$ cat src/rtl/fb_pkg.sv
// fb_pkg: shared constants and types for the ping-pong frame buffer controller.
//   DEPTH   - pixels per frame (entries per buffer)
//   AW      - buffer address width
//   DW      - pixel width (4:4:4 RGB)
//   fb_state_t - sequencing states of fb_swap_ctrl
//   pixel_t / addr_t - pixel and buffer address types
package fb_pkg;

    localparam int unsigned DEPTH = 1024;
    localparam int unsigned AW    = $clog2(DEPTH);
    localparam int unsigned DW    = 12;

    typedef enum logic [2:0] {
        FILL,
        WAIT,
        SWAP,
        SETTLE0,
        SETTLE1
    } fb_state_t;

    typedef logic [DW-1:0] pixel_t;
    typedef logic [AW-1:0] addr_t;

endpackage

$ cat src/rtl/fb_addr_ctr.sv
// fb_addr_ctr: wrapping frame-buffer pointer.
//   clk, rst_n - clock, asynchronous active-low reset (pointer resets to 0)
//   inc_i      - advance the pointer; wraps DEPTH-1 -> 0
//   clr_i      - force the pointer back to 0 (wins over inc_i)
//   ptr_o      - current pointer
//   tc_o       - terminal count: pointer is at DEPTH-1
module fb_addr_ctr
    import fb_pkg::*;
(
    input  logic  clk,
    input  logic  rst_n,
    input  logic  inc_i,
    input  logic  clr_i,
    output addr_t ptr_o,
    output logic  tc_o
);

    addr_t ptr_q;
    addr_t ptr_d;

    assign tc_o  = (ptr_q == AW'(DEPTH - 1));
    assign ptr_o = ptr_q;

    always_comb begin
        ptr_d = ptr_q;
        if (clr_i) begin
            ptr_d = '0;
        end else if (inc_i) begin
            ptr_d = tc_o ? '0 : ptr_q + AW'(1);
        end
    end

    always_ff @(posedge clk or negedge rst_n) begin
        if (!rst_n) begin
            ptr_q <= '0;
        end else begin
            ptr_q <= ptr_d;
        end
    end

endmodule

$ cat src/rtl/fb_swap_ctrl.sv
// fb_swap_ctrl: sequencing controller for a ping-pong frame buffer.
// The renderer fills the back buffer over a valid/ready stream; the display pulls
// pixels from the front buffer; a one-cycle swap strobe is issued once the back
// buffer is full and the reader has finished its frame.
//   clk, rst_n              - clock, asynchronous active-low reset
//   wr_valid/wr_data/wr_ready - renderer pixel stream
//   rd_req/rd_ready          - display pull request / accept
//   rd_valid/rd_data/rd_last - returned pixel, one cycle after accept
//   buf_*                    - double-buffer module interface
//   swap_pending             - back buffer full, waiting for the reader
// Optional build macro FB_FRAME_CNT_EN adds frame_cnt (swaps) and drop_cnt
// (cycles the renderer was stalled while waiting for the reader).
module fb_swap_ctrl
    import fb_pkg::*;
(
    input  logic          clk,
    input  logic          rst_n,
    input  logic          wr_valid,
    input  logic [DW-1:0] wr_data,
    output logic          wr_ready,
    input  logic          rd_req,
    output logic          rd_ready,
    output logic          rd_valid,
    output logic [DW-1:0] rd_data,
    output logic          rd_last,
    output logic          buf_en,
    output logic          buf_swap_en,
    output logic          buf_w_en,
    output logic [AW-1:0] buf_w_addr,
    output logic [AW-1:0] buf_r_addr,
    output logic [DW-1:0] buf_din,
    input  logic [DW-1:0] buf_dout,
    output logic          swap_pending
`ifdef FB_FRAME_CNT_EN
    ,
    output logic [15:0]   frame_cnt,
    output logic [15:0]   drop_cnt
`endif
);

    fb_state_t state_q, state_d;
    // en_q holds every handshake low until the first cycle after reset release.
    logic      en_q;
    logic      rd_done_q, rd_done_d;
    logic      rd_valid_q, rd_valid_d;
    logic      rd_last_q, rd_last_d;
    logic      swap_q, swap_d;
    logic      pending_q, pending_d;

    logic      wr_acc, rd_acc;
    logic      w_tc, r_tc;
    addr_t     w_ptr, r_ptr;

    // Handshakes.
    assign wr_ready = en_q && (state_q == FILL);
    // Reader stalls at frame end while waiting for the swap.
    assign rd_ready = en_q && ((state_q == FILL) || ((state_q == WAIT) && !rd_done_q));
    assign wr_acc   = wr_valid && wr_ready;
    assign rd_acc   = rd_req && rd_ready;

    fb_addr_ctr u_w_ctr (
        .clk   (clk),
        .rst_n (rst_n),
        .inc_i (wr_acc),
        .clr_i (1'b0),
        .ptr_o (w_ptr),
        .tc_o  (w_tc)
    );

    fb_addr_ctr u_r_ctr (
        .clk   (clk),
        .rst_n (rst_n),
        .inc_i (rd_acc),
        .clr_i (state_q == SWAP),
        .ptr_o (r_ptr),
        .tc_o  (r_tc)
    );

    always_comb begin
        state_d = state_q;
        unique case (state_q)
            FILL:    if (wr_acc && w_tc) state_d = WAIT;
            // rd_valid_q high means a read from the old front buffer is still returning.
            WAIT:    if (rd_done_q && !rd_valid_q) state_d = SWAP;
            SWAP:    state_d = SETTLE0;
            SETTLE0: state_d = SETTLE1;
            SETTLE1: state_d = FILL;
            default: state_d = FILL;
        endcase

        rd_done_d = rd_done_q;
        if (state_q == SWAP) begin
            rd_done_d = 1'b0;
        end else if (rd_acc && r_tc) begin
            rd_done_d = 1'b1;
        end

        rd_valid_d = rd_acc;
        rd_last_d  = rd_acc && r_tc;
        swap_d     = (state_d == SWAP);
        pending_d  = (state_d == WAIT);
    end

`ifdef FB_FRAME_CNT_EN
    logic [15:0] frame_cnt_q, frame_cnt_d;
    logic [15:0] drop_cnt_q, drop_cnt_d;

    always_comb begin
        frame_cnt_d = frame_cnt_q;
        drop_cnt_d  = drop_cnt_q;
        if (state_q == SWAP) frame_cnt_d = frame_cnt_q + 16'd1;
        if ((state_q == WAIT) && wr_valid) drop_cnt_d = drop_cnt_q + 16'd1;
    end

    assign frame_cnt = frame_cnt_q;
    assign drop_cnt  = drop_cnt_q;
`endif

    always_ff @(posedge clk or negedge rst_n) begin
        if (!rst_n) begin
            state_q     <= FILL;
            en_q        <= 1'b0;
            rd_done_q   <= 1'b0;
            rd_valid_q  <= 1'b0;
            rd_last_q   <= 1'b0;
            swap_q      <= 1'b0;
            pending_q   <= 1'b0;
`ifdef FB_FRAME_CNT_EN
            frame_cnt_q <= '0;
            drop_cnt_q  <= '0;
`endif
        end else begin
            state_q     <= state_d;
            en_q        <= 1'b1;
            rd_done_q   <= rd_done_d;
            rd_valid_q  <= rd_valid_d;
            rd_last_q   <= rd_last_d;
            swap_q      <= swap_d;
            pending_q   <= pending_d;
`ifdef FB_FRAME_CNT_EN
            frame_cnt_q <= frame_cnt_d;
            drop_cnt_q  <= drop_cnt_d;
`endif
        end
    end

    // Buffer interface; data paths are forced to 0 while held in reset.
    assign buf_en       = en_q;
    assign buf_swap_en  = swap_q;
    assign buf_w_en     = wr_acc;
    assign buf_w_addr   = w_ptr;
    assign buf_r_addr   = r_ptr;
    assign buf_din      = en_q ? wr_data : '0;
    assign rd_valid     = rd_valid_q;
    assign rd_data      = rd_valid_q ? buf_dout : '0;
    assign rd_last      = rd_last_q;
    assign swap_pending = pending_q;

endmodule

$ cat config.mk
export PLATFORM = sky130hd
export DESIGN_NAME = fb_swap_ctrl
export DESIGN_NICKNAME = d
export VERILOG_FILES = /design/src/rtl/fb_pkg.sv /design/src/rtl/fb_addr_ctr.sv /design/src/rtl/fb_swap_ctrl.sv
export SDC_FILE = /design/constraint.sdc
export NUM_CORES = 1
export LEC_CHECK = 0
export BUFFER_PORTS_ARGS = -buffer_cell sky130_fd_sc_hd__clkbuf_2
export CORE_UTILIZATION = 49
export DETAILED_ROUTE_END_ITERATION = 6
export GPL_ROUTABILITY_DRIVEN = 0
export PLACE_DENSITY = 0.87
export SLEW_MARGIN = 20
export SYNTH_ARGS = -nofsm -noshare
export SYNTH_HDL_FRONTEND = slang
export SYNTH_SLANG_ARGS = --single-unit
$ cat constraint.sdc
create_clock -name clk -period 4.55 [get_ports clk]
set_clock_uncertainty 0.05 [all_clocks]
set_input_delay 0.2275 -clock clk [delete_from_list [all_inputs] [get_ports clk]]
set_output_delay 0.2275 -clock clk [all_outputs]
set_load 0.05 [all_outputs]
; After elaboration in Yosys (flattened, before gate mapping)
; Index checks and enable logic that the tools add are counted.
[word_totals]
register_bits = 29
in_bits = 28
word_cells = 43
output_inout_bits = 52
[op_classes]
n_addsub = 2
n_mux = 11
n_reduce_logical = 14
eq_ne = 7
[op_table]
columns = op, count
row1 = $mux 10, 4
row2 = $mux 12, 2
row3 = $add 10x1->10 const B, 2
row4 = $eq 10x10->1 const B, 2
row5 = $pmux 3 s4, 1
row6 = $eq 3x2->1 const B, 3
row7 = $logic_and 1x1->1, 8
row8 = $eq 3x1->1 const B, 2
row9 = $mux 3, 2
row10 = $reduce_bool 2->1, 2
row11 = $logic_not 3->1, 1
row12 = $logic_not 1->1, 2
row13 = $mux 1, 2
row14 = $logic_or 1x1->1, 1

; Depth between registers and ports, before layout
; Gate-level depths: netlist of run 1.
[depth]
ltp_word = 8
depth_mapped = 7
depth_no_buf = 6

; Hierarchy
; A second synthesis of run 1 with hierarchy kept.
[unflattened]
hier_cells = 183
hier_area_um2 = 1680.4
[by_module_without_submodules]
columns = module, n_inst, seq_area_each_um2, area_each_um2, cells_each
row1 = fb_addr_ctr, 2, 250.2, 563.0, 61
row2 = fb_swap_ctrl, 1, 225.2, 554.3, 61

; Least setup slack after synthesis of run 1
; Ideal clock, no wire load.
[synth_timing]
path_type = register to register
start = register en_q (netlist: buf_en)
end = register u_w_ctr.ptr_q[3] (netlist: u_w_ctr.ptr_o[3])
setup_slack_ns = 1.914
required_ns = 4.380
setup_ns = 0.120
path_buffers = 0
synth_period_minus_slack_ns = 2.636
path_stages_with_launch = 7
arrival_ns = 2.466
cell_sequence = dfrtp_1 -> or4b_4 -> inv_1 -> nand2_1 -> inv_1 -> and3_2 -> nor2_1
[synth_via]
elab_chain_cells = 2
[synth_lines]
columns = element, line
row1 = from (decl), fb_swap_ctrl.sv:43  ; logic en_q;
row2 = from (signal assigned), fb_swap_ctrl.sv:122  ; en_q <= 1'b0;
row3 = from (signal assigned), fb_swap_ctrl.sv:134  ; en_q <= 1'b1;
row4 = $logic_and 1x1->1, fb_swap_ctrl.sv:55  ; assign wr_ready = en_q && (state_q == FILL);
row5 = net wr_ready, fb_swap_ctrl.sv:20  ; output logic wr_ready,
row6 = $logic_and 1x1->1, fb_swap_ctrl.sv:58  ; assign wr_acc = wr_valid && wr_ready;
row7 = net buf_w_en, fb_swap_ctrl.sv:28  ; output logic buf_w_en,
row8 = to (signal assigned), fb_addr_ctr.sv:37  ; ptr_q <= ptr_d;
row9 = to (decl), fb_addr_ctr.sv:18  ; addr_t ptr_q;
; The timed path passes the listed nets, and every way through them passes these cells.
; A chain may end at the register's enable or synchronous reset.

; Worst setup path after layout of run 1
[layout_timing]
start = register en_q (netlist: buf_en)
end = output port buf_w_en
[layout_via]
elab_chain_cells = 2
[layout_lines]
columns = element, line
row1 = $logic_and 1x1->1, fb_swap_ctrl.sv:55
row2 = $logic_and 1x1->1, fb_swap_ctrl.sv:58
row3 = to (decl), fb_swap_ctrl.sv:28
; No other way between the ends.

==> metrics.md, run 1 <==
| Metric | Value |
|---|---|
| PD cells | `397 nW/um^2` |
| Utilization after layout | `0.677` |
| Switching Fraction | `0.451` |
| TNS Setup | `0 ns` |
| First-pass DRT Iterations | `4` |
| Max clock buf depth | `2` |
| Vias in the first global route | `1,253` |
| First-pass GRT wire length | `5560 um` |
| CTS tree | `done` |
| Hold path startpoint | `wr_valid` |
| CP Capture Type | `primary output` |
| Crit path max-delay family | `simple AND/OR/NAND/NOR gates` |
| Finished Layout Cells | `292` |
| Number of setup violations in the final report | `0` |
| Main combinational cell family by area after synthesis | `simple AND/OR/NAND/NOR gates` |
| H-tree Lvls | `2` |
| Die Y | `58.7 um` |
| Clock power share | `0.185` |
| Warnings, synthesis | `0` |
| GR Util met1 | `0.251` |
| Root Buffer | `clkbuf_4` |
| Fin crit period | `2.32 ns` |
| Congestion Overflow GR | `0` |
| CP max-delay cell | `dfrtp_1` |
| Number of I/O port buffers | `79` |
| Largest net degree at the start of global routing | `30` |
| Core Footprint | `3050 um^2` |
| Num CTS Buffers | `5` |
| Antenna cells | `0` |
| Reg power frac | `0.427` |
| Placed Cells | `284` |
| Simple-gate share of the synthesized area | `0.352` |
| Most used flip-flop cell after synthesis | `dfrtp_1` |
| VDD IR-drop max | `0.275 mV` |
| Status | `finished, final reports clean` |
| Rows | `20` |
| Routed Antenna Nets | `0` |
| Max incr delay on CP | `0.58 ns` |
| Post-synth EDFFs | `0` |
| Top cells by count, synth | `dfrtp_1 (29), and2_1 (24), nand2_1 (13)` |
| Most frequent cell after synthesis | `dfrtp_1` |
| Nets | `278` |
| Netlist cell types | `38` |
| Post-DR vias/cell | `5.12` |
| Die area | `3450 um^2` |
| # fillers | `255` |
| Post-synthesis mux area share | `0` |
| CTS sink cnt | `29` |
| Net switching power | `370 uW` |
| Compound-Gate Fraction of Synth Area | `0.0817` |
| Gr busiest metal | `met2` |
| Synthesized flop and latch total | `29` |
| Initial antenna violation count | `0` |
| Max transition margin | `0.536` |
| Final WL | `3570 um` |
| Post-CTS Setup Bufs | `0` |
| Synth Instances | `166` |
| Reg clk slew, reported paths | `0.08 ns` |
| Top cell type by total area after synthesis | `dfrtp_1` |
| Leak pwr | `0.00111 uW` |
| Post-CTS sizing | `0` |
| Worst path bufs/invs | `3` |
| Drt drc | `0` |
| Met2 demand-to-capacity share in global routing | `0.383` |
| Final WS setup | `2.23 ns` |
| Top cell type's share of synthesized area | `0.460` |
| Worst slew pin tran | `0.696 ns` |
| Layout cells sized above 1 | `0.383` |
| Largest cells by area after synthesis | `dfrtp_1 (46%), and2_1 (9.5%), xnor2_1 (5.0%)` |
| Launch point of the worst path | `buf_en` |
| Startpoint types | `flip-flop` |
| Reg-to-Reg Start | `buf_en` |
| Worst slack, placed | `2.58 ns` |
| Fmax | `431 MHz` |
| Pint | `450 uW` |
| Syn avg cell area | `9.50 um^2` |
| Xor-xnor portion of the synthesized cell area | `0.0611` |
| Starting Density | `0.517` |
| Period Utilization, post-route | `0.510` |
| Total of max-cap violations | `0` |
| DR iter-0 viols | `48` |
| Clk_lat worst skew | `0.31 ns` |
| Post-Syn Nets | `196` |
| Comb power frac | `0.388` |
| Crit-path cells | `or4b_4 -> inv_1 -> nand2_1 -> inv_1 -> clkbuf_2` |
| # IOs | `80` |
| Final count of pins violating max slew | `0` |
| Crit path top cell by count | `inv_1` |
| Seq/Total Area, Yosys | `0.460` |
| Hold Buf Count CTS | `1` |
| Grt met3 use | `0.0505` |
| HPWL Detailed | `2760 um` |
| Area Overhead vs Synth | `30.9%` |
| Unrepaired setup endpoints after global routing | `no` |
| Critical path class | `reg2out` |
| Post-Syn Area | `1580 um^2` |
| WP data required | `4.27 ns` |
| Via count | `1,495` |
| Die X | `58.7 um` |
| Final Hold Violating Endpoints | `0` |
| Worst hold path type | `in2reg` |
| Synthesized-area fraction occupied by adder cells | `0.0159` |
| Crit-path max FO | `17` |
| Gr usage total | `0.219` |
| Worst Path Arrival | `2.04 ns` |
| Async SR Flop Fraction | `1.00` |
| Avg WL per Cell | `12.2 um` |
[power groups by stage]
stage | registers, uW | logic (uW) | clock network, uW
final | 350 | 318 | 152
after global routing | 359 | 337 | 169
after CTS | 349 | 321 | 157
after detailed placement | 354 | 318 | 0
after global placement | 352 | 313 | 0
after floorplan | 475 | 108 | 0
[stage by stage]
| stage | instance area, um^2 | hold WS (ns) | power [uW] |
|---|---|---|---|
| 2_1_floorplan | 1580 | -0.118 | 583 |
| 3_3_place_gp | 2000 | 0.257 | 666 |
| 3_5_place_dp | 2000 | 0.259 | 673 |
| 4_1_cts | 2070 | 0.213 | 827 |
| 5_1_grt | 2070 | 0.272 | 864 |
| 6_report | 2070 | 0.222 | 820 |
[cell usage in the layout (no fill, tap or decap), types with 2 or more instances in the layout]
master,count
nor3b_1,3
nand4_1,3
or2_2,3
nand2b_1,2
and3_1,3
nand3b_1,4
or3_1,3
xor2_1,2
xnor2_1,9
ha_1,2
nor2_1,11
a21oi_1,8
nor3_1,4
clkbuf_2,79
inv_1,4
clkbuf_4,5
o21a_1,2
o21ai_0,7
and4_1,4
nand2_1,13
a21o_1,2
dfrtp_1,29
and2_1,24
nand3_1,6
[worst paths after layout]
| path | cells after the start | end | slack, ns |
|---|---|---|---|
| max in group asynchronous | 2 | u_w_ctr.ptr_o[1] | 3.57 |
| setup / recovery | 5 | buf_w_en | 2.23 |
| setup reg to reg | 4 | u_r_ctr.ptr_o[9] | 2.61 |
| hold / removal | 4 | u_w_ctr.ptr_o[1] | 0.22 |
| min in group asynchronous | 2 | u_w_ctr.ptr_o[8] | 0.43 |
| hold reg to reg | 1 | u_w_ctr.ptr_o[8] | 0.46 |
[layer usage]
metal  vias up  routed length, um
met5         -                  0
met4         0                 30
met3         7                274
met2        77               1850
met1       681               1420
li1        730                  -
[registers in the layout, summed over array words and instances, names as in the netlist]
register       cells
buf_en             1
buf_swap_en        1
rd_done_q          1
rd_last            1
rd_valid           1
state_q            3
swap_pending       1
u_r_ctr.ptr_o     10
u_w_ctr.ptr_o     10
[area by class of cell]
type	instances	area, um^2	share of cell area
multi-input combinational	128	810	0.392
clock buffer	7	55.1	0.0267
tap	44	55.1	0.0267
inverter	4	15.0	0.00727
sequential	29	726	0.351
timing repair buffer	80	405	0.196
[worst min-delay path, stage by stage]
cell	delay (ns)
clkbuf_2	0.10
nand2_1	0.09
nand2_1	0.05
o21ai_0	0.07
[kinds of logic (layout without fill, tap and decap cells)]
kind of cell    count (synthesis)  in the layout
buf+inv                         9             91
xor+xnor                       11             11
compound gates                 21             21
fa+ha+maj                       2              2
simple gates                   93             93
flops                          29             29
other cells                     1              1
Power figures use the tool's default switching activity.
==> run 2: changes to the inputs <==
--- a/config.mk
+++ b/config.mk
@@ -6,10 +6,10 @@
 export NUM_CORES = 1
 export LEC_CHECK = 0
 export BUFFER_PORTS_ARGS = -buffer_cell sky130_fd_sc_hd__clkbuf_2
-export CORE_UTILIZATION = 49
+export CORE_UTILIZATION = 45
 export DETAILED_ROUTE_END_ITERATION = 6
 export GPL_ROUTABILITY_DRIVEN = 0
-export PLACE_DENSITY = 0.87
+export PLACE_DENSITY = 0.81
 export SLEW_MARGIN = 20
 export SYNTH_ARGS = -nofsm -noshare
 export SYNTH_HDL_FRONTEND = slang
==> constraint.sdc (replaced) <==
create_clock -name clk -period 2.4 [get_ports clk]
set_clock_uncertainty 0.05 [all_clocks]
set_input_delay 0.12 -clock clk [delete_from_list [all_inputs] [get_ports clk]]
set_output_delay 0.12 -clock clk [all_outputs]
set_load 0.05 [all_outputs]
==> metrics.md, run 2 (synthesized netlist as in run 1, its figures left out) <==
| Metric | Value |
|---|---|
| Area of the multi-input gates | `810 um^2 (unchanged)` |
| Drt drc | `0 (unchanged)` |
| Capturing point of the worst reg2reg path | `u_r_ctr.ptr_o[3]` |
| Max transition margin | `0.541 (+0.00454)` |
| VDD IR-drop max | `0.589 mV (+110%)` |
| Status | `finished, final reports clean` |
| Root Buffer | `clkbuf_4` |
| Fin crit period | `2.19 ns` |
| Post-DR vias/cell | `4.89 (-4.5%)` |
| Die area | `3750 um^2 (+8.6%)` |
| Post-CTS sizing | `0 (unchanged)` |
| Fmax | `456 MHz` |
| Routed Antenna Nets | `0 (unchanged)` |
| Number of setup violations in the final report | `0 (unchanged)` |
| Reg clk slew, reported paths | `0.08 ns (about the same)` |
| Final WL | `3470 um (-2.9%)` |
| DR iter-0 viols | `23 (-52%)` |
| Register-to-register setup slack | `0.49 ns (-2.12 ns)` |
| Reg-to-Reg Start | `state_q[1]` |
| WP data required | `2.23 ns (-2.04 ns)` |
| Clk_lat worst skew | `0.32 ns (about the same)` |
| Hold slack | `0.153 ns (-0.0692 ns)` |
| Leak pwr | `0.00110 uW (-1.2%)` |
| Worst slack, placed | `0.502 ns (-2.08 ns)` |
| Unrepaired setup endpoints after global routing | `no` |
| Die Y | `61.2 um (+4.2%)` |
| Hold path startpoint | `wr_valid` |
| HPWL Detailed | `2710 um (-1.7%)` |
| Startpoint types | `flip-flop` |
| First-pass DRT Iterations | `4 (unchanged)` |
| Commonest non-fill, non-tap cells in the layout | `clkbuf_2 (79), dfrtp_1 (28), and2_1 (24)` |
| Post-CTS Setup Bufs | `0 (unchanged)` |
| Antenna cells | `0 (unchanged)` |
| Utilization after layout | `0.619 (-0.0572)` |
| PD cells | `741 nW/um^2 (+87%)` |
| Crit-path cells | `or4b_4 -> inv_1 -> nand2_1 -> clkinvlp_4 -> clkbuf_2` |
| Number of I/O port buffers | `79 (unchanged)` |
| Die X | `61.2 um (+4.2%)` |
| Hold path endpoint | `u_w_ctr.ptr_o[0]` |
| H-tree Lvls | `2 (unchanged)` |
| Worst slew pin tran | `0.689 ns (-0.00681 ns)` |
| Max clock buf depth | `2 (unchanged)` |
| Initial antenna violation count | `0 (unchanged)` |
| Critical path class | `reg2out` |
| Rows | `21 (+5.0%)` |
| CTS tree | `done` |
| TNS Setup | `0 ns (unchanged)` |
| Hold Crit Depth | `4 (unchanged)` |
| Max incr delay on CP | `0.61 ns (+0.03 ns)` |
| CP max-delay cell | `or4b_4` |
| First-pass GRT wire length | `5000 um (-10%)` |
| Num CTS Buffers | `5 (unchanged)` |
| Starting Density | `0.473 (-0.0440)` |
| Period Utilization, post-route | `0.914` |
| Layout cells sized above 1 | `0.386 (+0.00248)` |
| Crit-path max FO | `10 (-7)` |
| Worst Path Arrival | `2.02 ns (-0.02 ns)` |
| Final Hold Violating Endpoints | `0 (unchanged)` |
| Worst Reg-to-Reg Cells | `4 (unchanged)` |
| Total of max-cap violations | `0 (unchanged)` |
| Largest net degree at the start of global routing | `30 (unchanged)` |
| Gr usage total | `0.189 (-0.0295)` |
| # IOs | `80 (unchanged)` |
| CTS sink cnt | `29 (unchanged)` |
| Area Overhead vs Synth | `31.0% (about the same)` |
| Nets | `278 (unchanged)` |
| # fillers | `287 (+13%)` |
| Most common cell after layout, fill and taps aside | `clkbuf_2` |
| Via count | `1,443 (-3.5%)` |
| Area taken by flip-flops and latches | `727 um^2 (+0.17%)` |
| Avg WL per Cell | `11.8 um (-3.9%)` |
| CP Capture Type | `primary output` |
| Worst hold path type | `in2reg` |
| Final WS setup | `0.207 ns (-2.02 ns)` |
| Final count of pins violating max slew | `0 (unchanged)` |
| Vias in the first global route | `1,125 (-10%)` |
| Congestion Overflow GR | `0 (unchanged)` |
| Core Footprint | `3340 um^2 (+9.3%)` |
-- run 2: cell types whose count changed in the layout (fill, tap and decap cells not counted), sizes merged --
cell,previous run,this run
clkbuf,86,87
inv,4,3
clkinvlp,0,1
-- run 2: worst max path at each step --
stage	start	to	slack [ns]	cells past startpoint
floorplan	buf_en	u_w_ctr.ptr_o[3]	0.07	6
global placement	state_q[1]	u_r_ctr.ptr_o[7]	0.56	4
detailed placement	state_q[1]	u_r_ctr.ptr_o[9]	0.50	4
CTS	state_q[2]	buf_w_en	0.21	5
global route	state_q[2]	buf_w_en	0.09	5
finish	state_q[2]	buf_w_en	0.21	5
-- run 2: final cells by class --
type	count	share of cell area
Multi-Input combinational cell	128	0.392
Sequential cell	29	0.352
Timing Repair Buffer	80	0.196
Tap cell	46	0.0278
Clock buffer	8	0.0236
Inverter	4	0.00908
-- run 2: repair_timing --
item	4_1_cts	5_1_grt
endpoints found under the hold margin	29	0
hold buffers	1	0
setup endpoints to repair	0	0
-- run 2: through the flow --
stage,instance area (um^2),power (uW),instances
6_report,2070,1530,295
2_1_floorplan,1580,1110,166
3_5_place_dp,2010,1270,286
5_1_grt,2070,1630,295
3_3_place_gp,2010,1260,286
4_1_cts,2070,1540,295
-- run 2: power by group --
part	internal (uW)	leakage, uW	switching, uW	total (uW)
sequential	559	0.000382	103	662
combinational	156	0.000690	443	599
clock	116	0.0000265	155	272
-- run 2: per-layer routing --
layer | vias to the layer above | wire (um) | global-route usage
li1 | 732 | - | -
met1 | 648 | 1520 | 0.230
met2 | 57 | 1660 | 0.318
met3 | 6 | 232 | 0.0567
met4 | 0 | 52 | 0.0682
met5 | - | 0 | 0
-- run 2: worst max-delay path, delay by kind of cell (launching register included) --
kind | cells | cell delay (ns)
buffers and inverters | 3 | 0.49
DFF | 1 | 0.48
and+or+nand+nor | 2 | 0.73
==> run 3: changes to the inputs <==
--- a/config.mk
+++ b/config.mk
@@ -6,10 +6,12 @@
 export NUM_CORES = 1
 export LEC_CHECK = 0
 export BUFFER_PORTS_ARGS = -buffer_cell sky130_fd_sc_hd__clkbuf_2
-export CORE_UTILIZATION = 45
+export CELL_PAD_IN_SITES_DETAIL_PLACEMENT = 1
+export CELL_PAD_IN_SITES_GLOBAL_PLACEMENT = 2
+export CORE_UTILIZATION = 25
 export DETAILED_ROUTE_END_ITERATION = 6
 export GPL_ROUTABILITY_DRIVEN = 0
-export PLACE_DENSITY = 0.81
+export PLACE_DENSITY = 0.8
 export SLEW_MARGIN = 20
 export SYNTH_ARGS = -nofsm -noshare
 export SYNTH_HDL_FRONTEND = slang
==> metrics.md, run 3 (synthesized netlist as in run 1, its figures left out) <==
| Metric | Value |
|---|---|
| Grt met3 use | `0.0333 (-0.0234)` |
| Worst Path Arrival | `1.98 ns (-0.04 ns)` |
| Die Y | `81.4 um (+33%)` |
| Worst Reg-to-Reg Cells | `4 (unchanged)` |
| WP data required | `2.23 ns (about the same)` |
| First-pass DRT Iterations | `4 (unchanged)` |
| Hold slack | `0.221 ns (+0.0679 ns)` |
| Num CTS Buffers | `5 (unchanged)` |
| HPWL Detailed | `3240 um (+19%)` |
| Register-to-register setup slack | `0.49 ns (about the same)` |
| Max transition margin | `0.509 (-0.0313)` |
| Total of max-cap violations | `0 (unchanged)` |
| PD cells | `792 nW/um^2 (+6.9%)` |
| Antenna cells | `0 (unchanged)` |
| Critical path class | `reg2out` |
| Layout cells sized above 1 | `0.398 (+0.0120)` |
| Starting Density | `0.263 (-0.209)` |
| Switching Fraction | `0.429 (-0.0281)` |
| Hold path endpoint | `u_w_ctr.ptr_o[1]` |
| Period Utilization, post-route | `0.894 (-0.0196)` |
| Via count | `1,496 (+3.7%)` |
| Area Overhead vs Synth | `36.6%` |
| Worst slack, placed | `0.495 ns (-0.00661 ns)` |
| Final count of pins violating max slew | `0 (unchanged)` |
| Fin crit period | `2.15 ns (-0.0470 ns)` |
| Max clock buf depth | `2 (unchanged)` |
| Reg power frac | `0.393 (-0.039)` |
| Gr usage total | `0.130 (-0.0591)` |
| Clock power share | `0.256 (+0.079)` |
| Crit-path cells | `or4b_4 -> inv_1 -> nand2_1 -> clkinvlp_4 -> clkbuf_2` |
| GR Util met1 | `0.163 (-0.0673)` |
| Utilization after layout | `0.360 (-0.260)` |
| Final Hold Violating Endpoints | `0 (unchanged)` |
| Met2 demand-to-capacity share in global routing | `0.212 (-0.107)` |
| Number of I/O port buffers | `79 (unchanged)` |
| Post-CTS Setup Bufs | `0 (unchanged)` |
| Pint | `975 uW (+17%)` |
| Nets | `278 (unchanged)` |
| Die area | `6630 um^2 (+77%)` |
| Reg-to-Reg Start | `state_q[1]` |
| Post-CTS sizing | `0 (unchanged)` |
| Hold path startpoint | `wr_valid` |
| Reg clk slew, reported paths | `0.06 ns (-0.02 ns)` |
| Initial antenna violation count | `0 (unchanged)` |
| CP max-delay cell | `or4b_4` |
| Comb power frac | `0.351 (-0.040)` |
| First-pass GRT wire length | `6490 um (+30%)` |
| Avg WL per Cell | `13.0 um (+11%)` |
| Clk_lat worst skew | `0.27 ns (-0.05 ns)` |
| Root Buffer | `clkbuf_8` |
| Finished Cell Area | `2160 um^2 (+4.3%)` |
| Status | `finished, final reports clean` |
| DR iter-0 viols | `56 (+140%)` |
| Rows | `28 (+33%)` |
| Vias in the first global route | `1,345 (+20%)` |
| Routed Antenna Nets | `0 (unchanged)` |
| Max incr delay on CP | `0.61 ns (about the same)` |
| Hold Buf Count CTS | `1 (unchanged)` |
| Hold Crit Depth | `4 (unchanged)` |
| Final WS setup | `0.254 ns (+0.0470 ns)` |
| Worst hold path type | `in2reg` |
| Startpoint types | `flip-flop` |
| Fmax | `466 MHz (+2.2%)` |
| Drt drc | `0 (unchanged)` |
| Leak pwr | `0.00113 uW (+2.5%)` |
| CP Capture Type | `primary output` |
| Post-DR vias/cell | `4.62 (-5.6%)` |
| Most common cell after layout, fill and taps aside | `clkbuf_2` |
| H-tree Lvls | `2 (unchanged)` |
| Die X | `81.4 um (+33%)` |
| Unrepaired setup endpoints after global routing | `no` |
| Gr busiest metal | `met2` |
| # IOs | `80 (unchanged)` |
| Net switching power | `733 uW (+4.6%)` |
| Final WL | `4220 um (+22%)` |
| Crit-path max FO | `10 (unchanged)` |
| Commonest non-fill, non-tap cells in the layout | `clkbuf_2 (79), dfrtp_1 (28), and2_1 (24)` |
| Capturing point of the worst reg2reg path | `u_r_ctr.ptr_o[9]` |
| CTS sink cnt | `29 (unchanged)` |
| Core Footprint | `5990 um^2 (+80%)` |
| Worst slew pin tran | `0.736 ns (+0.0470 ns)` |
| Number of setup violations in the final report | `0 (unchanged)` |
| DP Area | `2040 um^2 (+1.8%)` |
| TNS Setup | `0 ns (unchanged)` |
| Crit path max-delay family | `simple AND/OR/NAND/NOR gates` |
| CTS tree | `done` |
| Largest net degree at the start of global routing | `30 (unchanged)` |
| Congestion Overflow GR | `0 (unchanged)` |
| VDD IR-drop max | `0.384 mV (-35%)` |
| Worst path bufs/invs | `3 (unchanged)` |
-- run 3: changes by cell type in the layout (fill, tap and decap cells not counted) --
cell,delta
clkbuf_8,+7
clkbuf_4,-5
clkbuf_1,-3
clkinv_2,+1
-- run 3: per-layer routing --
layer | vias up | routed length (um)
li1 | 728 | -
met1 | 704 | 1920
met2 | 62 | 1900
met3 | 2 | 351
met4 | 0 | 40
met5 | - | 0
-- run 3: power by group through the flow --
stage	registers (uW)	logic [uW]	clock network, uW
finish	671	600	438
global route	688	646	477
CTS	672	609	455
detailed placement	680	606	0
global placement	677	598	0
floorplan	901	206	0
-- run 3: worst max-delay path by stage --
stage / startpoint / endpoint / slack [ns] / cells after the start
after global placement: state_q[2] / state_q[0] / 0.52 / 6
final: state_q[2] / buf_w_en / 0.25 / 5
after global routing: state_q[2] / buf_w_en / 0.11 / 5
after floorplan: buf_en / u_w_ctr.ptr_o[3] / 0.07 / 6
after detailed placement: state_q[1] / u_r_ctr.ptr_o[9] / 0.50 / 4
after CTS: state_q[2] / buf_w_en / 0.23 / 5
-- run 3: final cells by class --
class	instances	area, um^2
clock inverters	1	5.00
well taps	75	93.8
multi-input cells	128	810
inverters	4	18.8
repair buffers	80	405
clock buffers	7	96.3
flip-flops and latches	29	727
fillers	737	3830
-- run 3: stage by stage --
step           total power, uW  instances
5_1_grt                   1810        324
6_report                  1710        324
3_5_place_dp              1290        315
4_1_cts                   1740        324
2_1_floorplan             1110        166
3_3_place_gp              1280        315
-- run 3: worst register-to-register path, cell delays in order (launching register included) --
cell and delay [ns]:
dfrtp_1 0.48, o21a_4 0.27, or4_4 0.56, or3_1 0.32, a21oi_1 0.16
